<file path="config.mk">
export PLATFORM = sky130hd
export DESIGN_NAME = display_timing
export DESIGN_NICKNAME = d
export VERILOG_FILES = /design/src/rtl/display_timing_pkg.sv /design/src/rtl/display_timing_axis.sv /design/src/rtl/display_timing.sv
export SDC_FILE = /design/constraint.sdc
export NUM_CORES = 1
export LEC_CHECK = 0
export CORE_MARGIN = 2
export CORE_UTILIZATION = 45
export DETAILED_ROUTE_END_ITERATION = 10
export PLACE_DENSITY_LB_ADDON = 0.12
export SYNTH_ARGS = -nofsm -noshare
export SYNTH_HDL_FRONTEND = slang
export SYNTH_SLANG_ARGS = --single-unit
</file>
<file path="constraint.sdc">
create_clock -name i_clk -period 4.4 [get_ports i_clk]
set_clock_uncertainty 0.2 [all_clocks]
set_input_delay 0.66 -clock i_clk [delete_from_list [all_inputs] [get_ports i_clk]]
set_output_delay 0.66 -clock i_clk [all_outputs]
set_load 0.05 [all_outputs]
</file>
<file path="src/rtl/display_timing_pkg.sv">
// Shared raster timing constants (640x480@60 defaults) and axis helpers.
// The gfx-side blocks import this package for H_ACTIVE/V_ACTIVE.
package display_timing_pkg;

  typedef logic [15:0] pos_t;

  localparam int DEF_H_ACTIVE = 640;
  localparam int DEF_H_FP     = 16;
  localparam int DEF_H_SYNC   = 96;
  localparam int DEF_H_BP     = 48;

  localparam int DEF_V_ACTIVE = 480;
  localparam int DEF_V_FP     = 10;
  localparam int DEF_V_SYNC   = 2;
  localparam int DEF_V_BP     = 33;

  // Total period of one axis: visible + front porch + sync + back porch.
  function automatic int axis_total(input int active, input int fp,
                                    input int sync, input int bp);
    return active + fp + sync + bp;
  endfunction

  localparam int DEF_H_TOTAL = axis_total(DEF_H_ACTIVE, DEF_H_FP, DEF_H_SYNC, DEF_H_BP);
  localparam int DEF_V_TOTAL = axis_total(DEF_V_ACTIVE, DEF_V_FP, DEF_V_SYNC, DEF_V_BP);

endpackage

</file>
<file path="src/rtl/display_timing_axis.sv">
// One raster axis: wrapping position counter with registered sync decode.
// Also exposes the active decode of the next position so the top can
// register data-enable in step with both axes.
module timing_axis
  import display_timing_pkg::*;
#(
  parameter int ACTIVE = DEF_H_ACTIVE,
  parameter int FP     = DEF_H_FP,
  parameter int SYNC   = DEF_H_SYNC,
  parameter int BP     = DEF_H_BP,
  parameter bit POL    = 1'b0
) (
  input  logic        clk_i,
  input  logic        rst_i,
  input  logic        en_i,          // register update strobe
  input  logic        inc_i,         // step position when updating
  output logic [15:0] pos_o,
  output logic        last_o,        // position is TOTAL-1, next step wraps
  output logic        active_nxt_o,  // next position lies in the visible span
  output logic        sync_o
);

  localparam int   TOTAL    = axis_total(ACTIVE, FP, SYNC, BP);
  localparam pos_t LAST     = pos_t'(TOTAL - 1);
  localparam pos_t ACT_END  = pos_t'(ACTIVE);
  localparam pos_t SYNC_BEG = pos_t'(ACTIVE + FP);
  localparam pos_t SYNC_END = pos_t'(ACTIVE + FP + SYNC);

  pos_t pos_q, pos_d;
  logic sync_q, sync_d;

  assign last_o = (pos_q == LAST);
  assign pos_o  = pos_q;
  assign sync_o = sync_q;

  // Next position and its decode; sync is driven at POL inside the sync span.
  always_comb begin
    pos_d = pos_q;
    if (inc_i) begin
      pos_d = last_o ? '0 : pos_q + 16'd1;
    end
    active_nxt_o = (pos_d < ACT_END);
    sync_d       = ((pos_d >= SYNC_BEG) && (pos_d < SYNC_END)) ? POL : ~POL;
  end

  // Position and sync level registers; both hold while en_i is low.
  always_ff @(posedge clk_i) begin
    if (rst_i) begin
      pos_q  <= '0;
      sync_q <= ~POL;
    end else if (en_i) begin
      pos_q  <= pos_d;
      sync_q <= sync_d;
    end
  end

endmodule

</file>
<file path="src/rtl/display_timing.sv">
// Raster timing generator: couples a horizontal and a vertical axis,
// presents (0,0) on the first enabled clock after reset, and produces
// data enable, line/frame start pulses and a 16-bit frame counter.
module display_timing
  import display_timing_pkg::*;
#(
  parameter int H_ACTIVE = DEF_H_ACTIVE,
  parameter int H_FP     = DEF_H_FP,
  parameter int H_SYNC   = DEF_H_SYNC,
  parameter int H_BP     = DEF_H_BP,
  parameter int V_ACTIVE = DEF_V_ACTIVE,
  parameter int V_FP     = DEF_V_FP,
  parameter int V_SYNC   = DEF_V_SYNC,
  parameter int V_BP     = DEF_V_BP,
  parameter bit H_POL    = 1'b0,
  parameter bit V_POL    = 1'b0
) (
  input  logic        i_clk,
  input  logic        i_rst,
  input  logic        i_pix_en,
  output logic [15:0] o_x,
  output logic [15:0] o_y,
  output logic        o_h_sync,
  output logic        o_v_sync,
  output logic        o_de,
  output logic        o_line_start,
  output logic        o_frame_start,
  output logic [15:0] o_frame
);

  logic        first_q;
  logic        de_q, line_start_q, frame_start_q;
  logic [15:0] frame_q, frame_d;
  logic        line_start_d, frame_start_d;
  logic        h_last, v_last, h_act_nxt, v_act_nxt;
  logic        h_inc, v_inc, frame_wrap;

  // The first enabled clock after reset presents (0,0) without stepping.
  assign h_inc      = ~first_q;
  assign v_inc      = ~first_q & h_last;
  assign frame_wrap = ~first_q & h_last & v_last;

  timing_axis #(
    .ACTIVE(H_ACTIVE), .FP(H_FP), .SYNC(H_SYNC), .BP(H_BP), .POL(H_POL)
  ) u_h_axis (
    .clk_i        (i_clk),
    .rst_i        (i_rst),
    .en_i         (i_pix_en),
    .inc_i        (h_inc),
    .pos_o        (o_x),
    .last_o       (h_last),
    .active_nxt_o (h_act_nxt),
    .sync_o       (o_h_sync)
  );

  timing_axis #(
    .ACTIVE(V_ACTIVE), .FP(V_FP), .SYNC(V_SYNC), .BP(V_BP), .POL(V_POL)
  ) u_v_axis (
    .clk_i        (i_clk),
    .rst_i        (i_rst),
    .en_i         (i_pix_en),
    .inc_i        (v_inc),
    .pos_o        (o_y),
    .last_o       (v_last),
    .active_nxt_o (v_act_nxt),
    .sync_o       (o_v_sync)
  );

  // Pulses fire only on clocks that present a new position.
  always_comb begin
    line_start_d  = i_pix_en & (first_q | h_last);
    frame_start_d = i_pix_en & (first_q | (h_last & v_last));
    frame_d       = frame_q;
    if (i_pix_en && frame_wrap) begin
      frame_d = frame_q + 16'd1;
    end
  end

  // Control, data-enable, pulse and frame counter registers.
  always_ff @(posedge i_clk) begin
    if (i_rst) begin
      first_q       <= 1'b1;
      de_q          <= 1'b0;
      line_start_q  <= 1'b0;
      frame_start_q <= 1'b0;
      frame_q       <= '0;
    end else begin
      line_start_q  <= line_start_d;
      frame_start_q <= frame_start_d;
      frame_q       <= frame_d;
      if (i_pix_en) begin
        first_q <= 1'b0;
        de_q    <= h_act_nxt & v_act_nxt;
      end
    end
  end

  assign o_de          = de_q;
  assign o_line_start  = line_start_q;
  assign o_frame_start = frame_start_q;
  assign o_frame       = frame_q;

endmodule

</file>
==> results.yml <==
global_routing:
  overflow: 0
  antenna_found_initial: 0
  grt_pass1_vias: 3052
  grt_pass1_wl_mm: 15.0
  grt.total_usage: 0.219
  grt_max_degree: 34
clock_tree:
  clk_path_buf_depth: 2
  clkSinkCount: 54
  clk_pin_slew_ps: 100
  cts_buffers: 5
  postCtsSetupRepairBufs: 0
  cts_tree: "done"
  htreeDepth: 2
  clkLatencyLatePin_ps: 320
  cts_resized: 0
  root_buffer: "clkbuf_8"
  cts_hold_buf: 0
power_and_ir_drop:
  seq_power_share: 0.595
  intPower_mw: 0.621
  p_leak_nw: 1.25
  peakVddDrop_mv: 0.110
  combPwrFrac: 0.054
  p_switching_mw: 0.216
  p_clk_frac: 0.351
  swShare: 0.258
  power_per_cell_area_mw_per_mm2: 211
  power_mw: 0.836
timing:
  rsz0062_at_grt: "no"
  post-route-min-period_ps: 3010
  worstMarginPinSlew_ps: 774
  setup_viol: 0
  slew_headroom: 0.480
  fmax_mhz: 333
  finalCritPeriodShare: 0.683
  tns_ps: 0
  hold_viol_final: 0
  drv_slew: 0
floorplan:
  dieArea_mm2: 0.00806
  io_pins: 56
  core.rowCount: 31
  initial_core_util: 0.462
  coreArea_mm2: 0.00718
  die_w_um: 89.8
  die_h_um: 89.8
routing:
  drcViolationCount: 0
  drt-initial-drc-count: 177
  ant_nets: 0
  firstDrtPassIters: 5
  wire_per_inst_um: 15.6
  vias_per_cell: 5.88
  vias: 3312
  drt_wl_total_mm: 8.78
logic_synthesis:
  synth-compound-area-share: 0.147
  synth_xor_area_frac: 0.0714
  synth_enable_flop_cells: 0
  synth_warnings: 0
  synth_simple_gate_area_frac: 0.370
  ys_types: 60
  synthMuxAreaShare: 0.0215
  yosysTopAreaCell: "dfxtp_1"
  syn_inst: 432
  synth_top_cells_by_area: "dfxtp_1, nor2_1, a21oi_1, xnor2_1, nand2_1"
  syn_area_mm2: 0.00331
  synthDominantCellAreaShare: 0.326
  yosys_register_bits: 54
  seq_area_frac_synth: 0.326
  syn_nets: 439
  synthAdderAreaFrac: 0.0151
  synth-main-ff-cell: "dfxtp_1"
  synth_top_family_by_area: "simple AND/OR/NAND/NOR gates"
  avgSynthCellArea_um2: 7.67
  async_reset_ff_frac: 0
final_layout:
  final_core_util: 0.551
  fin_cells: 563
  fill_cells: 708
  drive_gt1_frac: 0.0582
  final_common_cell: "nor2_1"
  syn_to_final_growth_pct: 19.5
  final_cell_mix: "nor2_1, dfxtp_1, clkdlybuf4s50_1"
  n_antenna_cell: 0
  nets: 470
critical_path:
  timing.rr.end: "o_frame[15]"
  crit_path_end_kind: "flop"
  criticalPathCategory: "flop to flop"
  r2r_slack_ps: 1390
  crit_arrival_ps: 3010
  cp.required_ps: 4400
  rr_worst_depth: 8
  cp_max_fo: 13
  rr_startpoint: "u_v_axis.pos_o[0]"
  start_kind: "flop"
run:
  drv_cap: 0
worst_hold_path:
  hold_end: "o_de"
  worstHoldStart: "o_de"
  worstHoldPathCells: 1
  hold_class: "flop to flop"
placement:
  placedCellCount: 555
  hpwlAfterDp_mm: 6.23
  io_buffer_count: 55
  gp_congestion: 0.960
outcome:
  status: "finished, final reports clean"
cells by family after synthesis:
logic type	count (synthesis)
flip-flops	54
multiplexers	7
AND/OR/NAND/NOR	220
XOR/XNOR	27
AO/OA/AOI/OAI	80
buffers and inverters	40
adder cells (fa/ha/maj)	4
worst max path at each step:
stage | start | to | cells after the start
2_1_floorplan | u_v_axis.pos_o[0] | o_frame[3] | 9
3_3_place_gp | i_pix_en | o_frame[15] | 7
3_5_place_dp | i_pix_en | o_frame[15] | 7
4_1_cts | u_v_axis.pos_o[0] | o_frame[15] | 8
5_1_grt | u_v_axis.pos_o[0] | o_frame[15] | 8
6_report | u_v_axis.pos_o[0] | o_frame[15] | 8
power groups by stage:
stage                     clock network, mW  registers, mW  logic [mW]
after global placement                    0          0.509      0.0451
after floorplan                           0          0.517      0.0224
after global routing                  0.317          0.499      0.0484
after detailed placement                  0          0.509      0.0450
final                                 0.293          0.498      0.0451
after CTS                             0.302          0.498      0.0453
layer usage:
layer  track usage  share of wire
met1         0.295           0.47
met2         0.369           0.47
met3        0.0377          0.048
met4        0.0474         0.0082
met5             0              0
critical path: stages, from the launching register on:
cell     delay (ps)
dfxtp_1         370
inv_1           100
ha_1            140
or3b_2          490
nor4_4          720
nand4_2         350
nor4_2          330
xnor2_1         150
nor2_1           50
Yosys cell counts, drive strengths merged, types with 2 or more instances:
master and instances:
nor2 59, dfxtp 54, nand2 33, a21oi 31, clkbuf 26, o21ai 22, nor3 21, nand3 20
nor4 15, xnor2 15, nand4 14, xor2 12, and3 11, or3 11, buf 7, inv 7
or4 7, mux2i 6, a31oi 5, and4 5, a211oi 4, and2 4, ha 4, nand4b 4
nand2b 3, nand3b 3, a311oi 2, nor3b 2, or2 2
per-stage QoR:
stage	setup slack, ps	cell area, um2	hold slack, ps
floorplan	1710	3310	461
global route	1190	3960	325
detailed placement	1400	3860	281
finish	1390	3960	292
CTS	1410	3960	304
global placement	1440	3860	275
registers in the layout, indices dropped and copies added, names as in the netlist:
register,flops
first_q,1
o_de,1
o_frame,16
o_frame_start,1
o_line_start,1
u_h_axis.pos_o,16
u_h_axis.sync_o,1
u_v_axis.pos_o,16
u_v_axis.sync_o,1
cell type report:
type                    count  area (um2)  share of cell area
multi-input cells         338        2070               0.523
flip-flops and latches     54        1080               0.273
well taps                  99         124              0.0313
inverters                   7        26.3             0.00664
clock buffers               5        68.8              0.0174
clock inverters             3        25.0             0.00633
repair buffers             57         561               0.142
Note: power is estimated with default switching activity, not from simulation.
